`config.mk`:
```
export PLATFORM = sky130hd
export DESIGN_NAME = phase_monitor
export DESIGN_NICKNAME = d
export VERILOG_FILES = /design/src/rtl/phase_monitor.sv
export SDC_FILE = /design/constraint.sdc
export NUM_CORES = 1
export LEC_CHECK = 0
export ABC_AREA = 1
export CORE_ASPECT_RATIO = 1.25
export CORE_MARGIN = 5
export CORE_UTILIZATION = 39
export DETAILED_ROUTE_END_ITERATION = 6
export PLACE_DENSITY = 0.74
export REMOVE_ABC_BUFFERS = 1
export SYNTH_ARGS = -nofsm -noshare
export SYNTH_HDL_FRONTEND = slang
export SYNTH_SLANG_ARGS = --single-unit
```
`constraint.sdc`:
```
create_clock -name clk_in -period 2.5 [get_ports clk_in]
set_input_delay 0.375 -clock clk_in [delete_from_list [all_inputs] [get_ports clk_in]]
set_output_delay 0.375 -clock clk_in [all_outputs]
set_load 0.01 [all_outputs]
```
`src/rtl/phase_monitor.sv`:
```
// phase_monitor: receive side of the CPU phase-strobe interface.
// Tracks the eight-phase strobe frame from the clock sequencer. Reports the
// current phase, counts completed instruction frames, and latches the first
// sequencing fault until software clears it.
module phase_monitor #(
    parameter int CNT_W = 16
) (
    input  logic             clk_in,
    input  logic             rst,
    input  logic             ena,
    input  logic             pc,
    input  logic             opram,
    input  logic             mem,
    input  logic             acc,
    input  logic             alu,
    input  logic             out,
    input  logic             clr_err,
    output logic             locked,
    output logic [2:0]       phase,
    output logic             phase_valid,
    output logic             instr_done,
    output logic [CNT_W-1:0] instr_count,
    output logic             err,
    output logic [1:0]       err_code,
    output logic [5:0]       err_pattern,
    output logic [2:0]       err_phase
);

    typedef enum logic [1:0] {
        ST_HUNT   = 2'd0,
        ST_LOCKED = 2'd1,
        ST_ERROR  = 2'd2
    } state_e;

    localparam logic [5:0] PAT_START = 6'b100000;
    localparam logic [1:0] CODE_MISMATCH = 2'b01;
    localparam logic [1:0] CODE_ILLEGAL  = 2'b10;

    state_e           state_q, state_d;
    logic             ena_q;
    logic [2:0]       exp_q, exp_d;
    logic [2:0]       phase_q, phase_d;
    logic             pv_q, pv_d;
    logic             done_q, done_d;
    logic [CNT_W-1:0] cnt_q, cnt_d;
    logic             err_q, err_d;
    logic [1:0]       code_q, code_d;
    logic [5:0]       epat_q, epat_d;
    logic [2:0]       eph_q, eph_d;

    logic [5:0] vec;
    logic       fresh;
    logic       legal;
    logic       match;

    // Strobe pattern the sequencer drives for each phase index.
    function automatic logic [5:0] phasePattern(input logic [2:0] idx);
        logic [5:0] p;
        case (idx)
            3'd0:    p = 6'b100000;
            3'd1:    p = 6'b010000;
            3'd2:    p = 6'b001100;
            3'd3:    p = 6'b000010;
            3'd4:    p = 6'b001100;
            3'd7:    p = 6'b000001;
            default: p = 6'b000000;
        endcase
        return p;
    endfunction

    // Any vector the sequencer can ever produce, independent of position.
    function automatic logic isLegal(input logic [5:0] v);
        logic ok;
        case (v)
            6'b100000, 6'b010000, 6'b001100,
            6'b000010, 6'b000000, 6'b000001: ok = 1'b1;
            default:                         ok = 1'b0;
        endcase
        return ok;
    endfunction

    assign vec   = {pc, opram, mem, acc, alu, out};
    assign fresh = ena_q;
    assign legal = isLegal(vec);
    assign match = (vec == phasePattern(exp_q));

    // State, enable history and all registered outputs.
    always_ff @(posedge clk_in or negedge rst) begin
        if (!rst) begin
            state_q <= ST_HUNT;
            ena_q   <= 1'b0;
            exp_q   <= 3'd0;
            phase_q <= 3'd0;
            pv_q    <= 1'b0;
            done_q  <= 1'b0;
            cnt_q   <= '0;
            err_q   <= 1'b0;
            code_q  <= 2'b00;
            epat_q  <= 6'b000000;
            eph_q   <= 3'd0;
        end else begin
            state_q <= state_d;
            ena_q   <= ena;
            exp_q   <= exp_d;
            phase_q <= phase_d;
            pv_q    <= pv_d;
            done_q  <= done_d;
            cnt_q   <= cnt_d;
            err_q   <= err_d;
            code_q  <= code_d;
            epat_q  <= epat_d;
            eph_q   <= eph_d;
        end
    end

    // Next state: lock on a fresh start pattern, drop to error on any bad fresh vector.
    always_comb begin
        state_d = state_q;
        case (state_q)
            ST_HUNT: begin
                if (fresh && (vec == PAT_START)) begin
                    state_d = ST_LOCKED;
                end
            end
            ST_LOCKED: begin
                if (fresh && (!legal || !match)) begin
                    state_d = ST_ERROR;
                end
            end
            ST_ERROR: begin
                if (clr_err) begin
                    state_d = ST_HUNT;
                end
            end
            default: state_d = ST_HUNT;
        endcase
    end

    // Phase tracking, frame counting and fault capture; stale edges leave everything held.
    always_comb begin
        exp_d   = exp_q;
        phase_d = phase_q;
        pv_d    = 1'b0;
        done_d  = 1'b0;
        cnt_d   = cnt_q;
        err_d   = err_q;
        code_d  = code_q;
        epat_d  = epat_q;
        eph_d   = eph_q;
        case (state_q)
            ST_HUNT: begin
                if (fresh && (vec == PAT_START)) begin
                    phase_d = 3'd0;
                    pv_d    = 1'b1;
                    exp_d   = 3'd1;
                end
            end
            ST_LOCKED: begin
                if (fresh) begin
                    if (!legal || !match) begin
                        err_d  = 1'b1;
                        code_d = legal ? CODE_MISMATCH : CODE_ILLEGAL;
                        epat_d = vec;
                        eph_d  = exp_q;
                    end else begin
                        phase_d = exp_q;
                        pv_d    = 1'b1;
                        exp_d   = exp_q + 3'd1;
                        if (exp_q == 3'd7) begin
                            done_d = 1'b1;
                            cnt_d  = cnt_q + CNT_W'(1);
                        end
                    end
                end
            end
            ST_ERROR: begin
                if (clr_err) begin
                    err_d  = 1'b0;
                    code_d = 2'b00;
                    epat_d = 6'b000000;
                    eph_d  = 3'd0;
                end
            end
            default: begin
                exp_d = 3'd0;
            end
        endcase
    end

    // Output mapping; locked follows the registered state directly.
    always_comb begin
        locked      = (state_q == ST_LOCKED);
        phase       = phase_q;
        phase_valid = pv_q;
        instr_done  = done_q;
        instr_count = cnt_q;
        err         = err_q;
        err_code    = code_q;
        err_pattern = epat_q;
        err_phase   = eph_q;
    end

endmodule

```
After elaboration in Yosys (flattened, before gate mapping)
Index checks and enable logic that the tools add are counted.
{"block": "totals", "regBits": 39, "latch_bits": 0, "ram_bits": 0, "romBits": 0, "in_bits": 10, "output_inout_bits": 34, "elab_cells": 89, "n_memories": 0}
{"block": "classes", "add_sub_neg": 2, "mul": 0, "n_div": 0, "order_cmp": 0, "eq_ne": 19, "shift": 0, "muxes": 38, "bitwise_logic": 2, "reduce_logical": 17}
{"operator": "6-bit one-hot mux with 5 select lines", "n": 1}
{"operator": "3-bit 2-to-1 mux", "n": 9}
{"operator": "6-bit 2-to-1 mux", "n": 3}
{"operator": "16-bit by 1-bit adder with 16-bit output (second input constant)", "n": 1}
{"operator": "4-bit AND reduction", "n": 4}
{"operator": "2-bit 2-to-1 mux", "n": 6}
{"operator": "3-bit one-hot mux with 2 select lines", "n": 2}
{"operator": "6-bit one-hot mux with 2 select lines", "n": 1}
{"operator": "1-bit 2-to-1 mux", "n": 11}
{"operator": "3-bit one-hot mux with 3 select lines", "n": 1}
{"operator": "3-bit by 2-bit == test with 1-bit output (second input constant)", "n": 2}
{"operator": "3-bit == test (second input constant)", "n": 2}
{"operator": "6-bit by 1-bit == test with 1-bit output (second input constant)", "n": 1}
{"operator": "6-bit by 2-bit == test with 1-bit output (second input constant)", "n": 1}
{"operator": "6-bit by 4-bit == test with 1-bit output (second input constant)", "n": 1}
{"operator": "6-bit by 5-bit == test with 1-bit output (second input constant)", "n": 1}
{"operator": "6-bit == test", "n": 1}
{"operator": "6-bit == test (second input constant)", "n": 1}
{"operator": "6-bit zero test", "n": 1}
{"operator": "2-bit by 1-bit inequality test with 1-bit output (second input constant)", "n": 3}
{"operator": "2-bit inequality test (second input constant)", "n": 3}
{"operator": "2-bit one-hot mux with 3 select lines", "n": 1}
{"operator": "6-bit OR reduction", "n": 1}
{"operator": "1-bit one-hot mux with 2 select lines", "n": 2}
{"operator": "14 further kinds", "n": 18}

Longest topological paths before layout
{"block": "logic_depth", "ltp_word": 9, "mapped_depth": 15, "mapped_depth_nobuf": 14}

Least setup slack after synthesis
OpenSTA, ideal clock, no wires.
{"block": "synth_path", "path_type": "register to register", "startpoint": "reg exp_q[0]", "endpoint": "reg cnt_q[12], in the netlist instr_count[12]", "setup_time_ns": 0.117, "arrival_time_ns": 1.734, "t_required_ns": 2.383, "path_slack_ns": 0.649, "path_stages_with_launch": 14, "path_buffers": 1, "period_less_slack_ns": 1.851, "cell_sequence": "dfrtp_1 > ha_1 > ha_1 > nand2_1 > nand2_1 > nor2_1 > nand2_1 > nor2_2 > nand2_2 > nor2_8 > nand2_4 > buf_6 > nand2_1 > nand2_1"}
{"block": "synth_via", "elab_chain_len": 8, "word_cells_on_any_way": 13, "cone_classes": "eq/ne (6); mux (1); bitwise (1); reduce/logical (5)"}
{"element": "start, declared", "line": "41", "source": "logic [2:0] exp_q, exp_d;"}
{"element": "start signal, assigned", "line": "104", "source": "exp_q <= exp_d;"}
{"element": "3-bit == test / 3-bit by 2-bit == test with 1-bit output (equally long branches)", "line": "59", "source": "case (idx)"}
{"element": "2-bit OR reduction (no line)"}
{"element": "6-bit one-hot mux with 5 select lines", "line": "59"}
{"element": "6-bit == test", "line": "85", "source": "assign match = (vec == phasePattern(exp_q));"}
{"element": "1-bit zero test", "line": "160", "source": "if (!legal || !match) begin"}
{"element": "1-bit logical OR", "line": "160"}
{"element": "1-bit inverter (no line)"}
{"element": "4-bit AND reduction (no line) (*)"}
{"element": "end signal, assigned", "line": "108", "source": "cnt_q <= cnt_d;"}
{"element": "end, declared", "line": "45", "source": "logic [CNT_W-1:0] cnt_q, cnt_d;"}
Mark *: on every way between the ends. The rest lies on a longest branch, timed or not.
A chain may end at the register's enable or synchronous reset.

Worst setup path after layout
{"block": "layout_path", "startpoint": "reg exp_q[0]", "endpoint": "reg cnt_q[5], in the netlist instr_count[5]"}
Same word-level chain as after synthesis.

==> flow_metrics.py <==
metrics = {
    "routing": {
        "drt-pass1-iter-count": 4,
        "antenna_left": 0,
        "avgViaCountPerCell": 4.94,
        "wl_mm": 5.05,
        "drt_iter0_markers": 76,
        "wire_per_inst_um": 12.8,
        "vias": 1942,
        "drc": 0,
    },
    "worst_setup_path": {
        "cp-start-kind": "flip-flop",
        "cp.arrival_ps": 2280,
        "critPathKind": "reg -> reg",
        "worstPathRequired_ps": 2670,
        "end_kind": "flip-flop",
        "critical_path.max_fanout": 19,
    },
    "clock_network": {
        "clock_path_buffers": 2,
        "cts_resized": 0,
        "tritoncts": "done",
        "cts-root-buf": "clkbuf_8",
        "clk_latency_ps": 290,
        "post_cts_buffers": 0,
        "cts_max_level": 2,
        "numCtsBuffers": 5,
        "cts_sinks": 39,
        "hold_buffers": 0,
        "clkSlewWorstSetupHoldPaths_ps": 80,
    },
    "flow_run": {
        "max_cap_viol_count": 0,
    },
    "power": {
        "vdd_drop_max_mv": 0.404,
        "leakage_uw": 0.00140,
        "powerDensity_nw_per_um2": 668,
    },
    "floorplanning": {
        "start_util_pct": 40.3,
        "die_area_um2": 7270,
        "fp.dieH_um": 94.1,
        "fp-row-count": 30,
        "die_w_um": 77.3,
        "core_um2": 5480,
        "boundaryPins": 44,
    },
    "global_route": {
        "antenna_found_initial": 0,
        "grt_max_degree": 40,
        "grt_pass1_vias": 1934,
        "grt_usage_pct": 15.0,
        "grt_overflow": 0,
        "grt_pass1_wl_mm": 8.91,
    },
    "finish": {
        "nets": 345,
        "multiInputGateArea_um2": 1070,
        "area_delta_synth_final_pct": 25.1,
        "ff_latch_area_um2": 976,
        "layout_commonest_cell": "nand2_1",
        "stdcell_count": 393,
        "drive_above_1_share_pct": 8.51,
        "num_antenna_cells": 0,
        "nFillCells": 536,
        "most-common-layout-cells": "nand2_1, clkdlybuf4s50_1, dfrtp_1, nand3_1, inv_1",
    },
    "synth": {
        "synth.largest_area_cell": "dfrtp_1",
        "syn_inst": 282,
        "synthAdderAreaFrac_pct": 3.97,
        "synth_area_um2": 2210,
        "yosys-mux-area-fraction_pct": 0,
        "synth_cell_type_count": 29,
        "synthTopCellsByArea": "dfrtp_1, nand2_1, nand3_1",
        "synth_edf_count": 0,
        "synth_top_family_by_area": "simple AND/OR/NAND/NOR gates",
        "yosys.area_share.xor_xnor_pct": 5.16,
        "ys_async_sr_fraction_pct": 100,
        "synthSimpleGateAreaFrac_pct": 37.7,
        "yosysSeqAreaShare_pct": 44.2,
        "synth_compound_area_share_pct": 1.87,
        "synth-main-ff-cell": "dfrtp_1",
        "ys_ff_latch": 39,
        "netlist.area_leader.share_pct": 44.2,
        "yosys_warnings": 0,
        "synth_area_per_cell_um2": 7.82,
    },
    "placed_design": {
        "numPortBuffers": 43,
        "dp_hpwl_mm": 3.85,
        "place_congestion": 0.904,
        "place_inst": 385,
    },
    "sta": {
        "maxSlewHeadroom_pct": 41.3,
        "max_freq_mhz": 474,
        "min_period_over_period_pct": 84.4,
        "maxSlewViolCount": 0,
        "rsz0062_at_grt": "false",
        "finalHoldViolCount": 0,
        "setup_tns_ps": 0,
        "setup_viol": 0,
        "post-route-min-period_ps": 2110,
        "tightest_slew_ps": 880,
        "fin_skew_ps": 3.78,
    },
    "worst_hold_path": {
        "min_path_type": "in -> async",
    },
    "run_status": {
        "status": "complete, no violations",
    },
}
-- state kept, by name, indices dropped and copies added, names as in the netlist --
| name | count |
|---|---|
| instr_count | 16 |
| err_pattern | 6 |
| err_phase | 3 |
| exp_q | 3 |
| phase | 3 |
| err_code | 2 |
| state_q | 2 |
| ena_q | 1 |
| err | 1 |
| instr_done | 1 |
| phase_valid | 1 |
-- path summary, 6_finish.rpt --
check,start,to,slack [ps],depth (start not counted)
min in group clk_in,phase[1]$_DFFE_PN0P_,phase[1]$_DFFE_PN0P_,480,2
max in group asynchronous,rst,exp_q[0]$_DFFE_PN0P_,1740,1
worst max register to register,exp_q[0]$_DFFE_PN0P_,instr_count[5]$_DFFE_PN0P_,390,13
worst min register to register,phase[1]$_DFFE_PN0P_,phase[1]$_DFFE_PN0P_,480,2
worst max-delay path,exp_q[0]$_DFFE_PN0P_,instr_count[5]$_DFFE_PN0P_,390,13
worst min-delay path,rst,instr_count[2]$_DFFE_PN0P_,200,1
-- routing by layer --
metal  GRT usage (%)  up-vias  wire length, um
met2            26.4       55             2570
met4            5.59        0               98
met1            17.5      900             2110
li1                -      978                -
met3            3.74        9              275
met5               0        -                0
-- cells by family (layout without fill, tap and decap cells) --
logic type,Yosys count,after routing
AOI/OAI and AO/OA,7,7
xor gates and xnor gates,13,13
adders and majority gates,7,7
buffers and inverters,34,81
DFF,39,39
and+or+nand+nor,182,182
-- critical path, stage by stage (launching register included) --
cell	delay, ps
dfrtp_1	470
ha_1	210
ha_1	200
inv_1	70
nand2_1	50
nand2_1	70
nor2_1	100
nand2_1	70
nor2_2	90
nand2_2	120
nor2_8	190
nand2_4	170
nand2_1	90
o21ai_0	80
-- report_power, final --
| part | internal (uW) | total (uW) | leakage [uW] | switching [uW] |
|---|---|---|---|---|
| sequential | 734 | 809 | 0.000523 | 75.7 |
| combinational | 276 | 628 | 0.000831 | 352 |
| clock | 191 | 405 | 0.0000477 | 215 |
| total | 1200 | 1840 | 0.00140 | 643 |
-- synthesized netlist by cell type (3+ instances only) --
cell type and n:
dfrtp_1 39, nor2_1 15, xnor2_1 10, nand2_1 102, nor2_2 3, o21ai_0 4, ha_1 7, buf_6 3
nor3_1 3, nand2_2 5, xor2_1 3, inv_1 26, nand4_1 7, nand3_1 37
-- metrics by stage --
stage	hold slack, ps	util [%]	area [um2]	power, uW	setup slack, ps
after global routing	274	50.4	2760	1990	125
after floorplan	79.4	-	2160	1150	628
after global placement	459	48.8	2680	1440	328
after detailed placement	462	48.8	2680	1460	284
final	200	50.4	2760	1840	391
after CTS	216	50.4	2760	1870	378
-- layout make-up --
type | instances | area share, %
multi-input cells | 209 | 38.9
flip-flops and latches | 39 | 35.4
repair buffers | 45 | 16.0
inverters | 28 | 3.81
well taps | 64 | 2.90
clock buffers | 5 | 2.49
clock inverters | 3 | 0.544
Power figures use the tool's default switching activity.
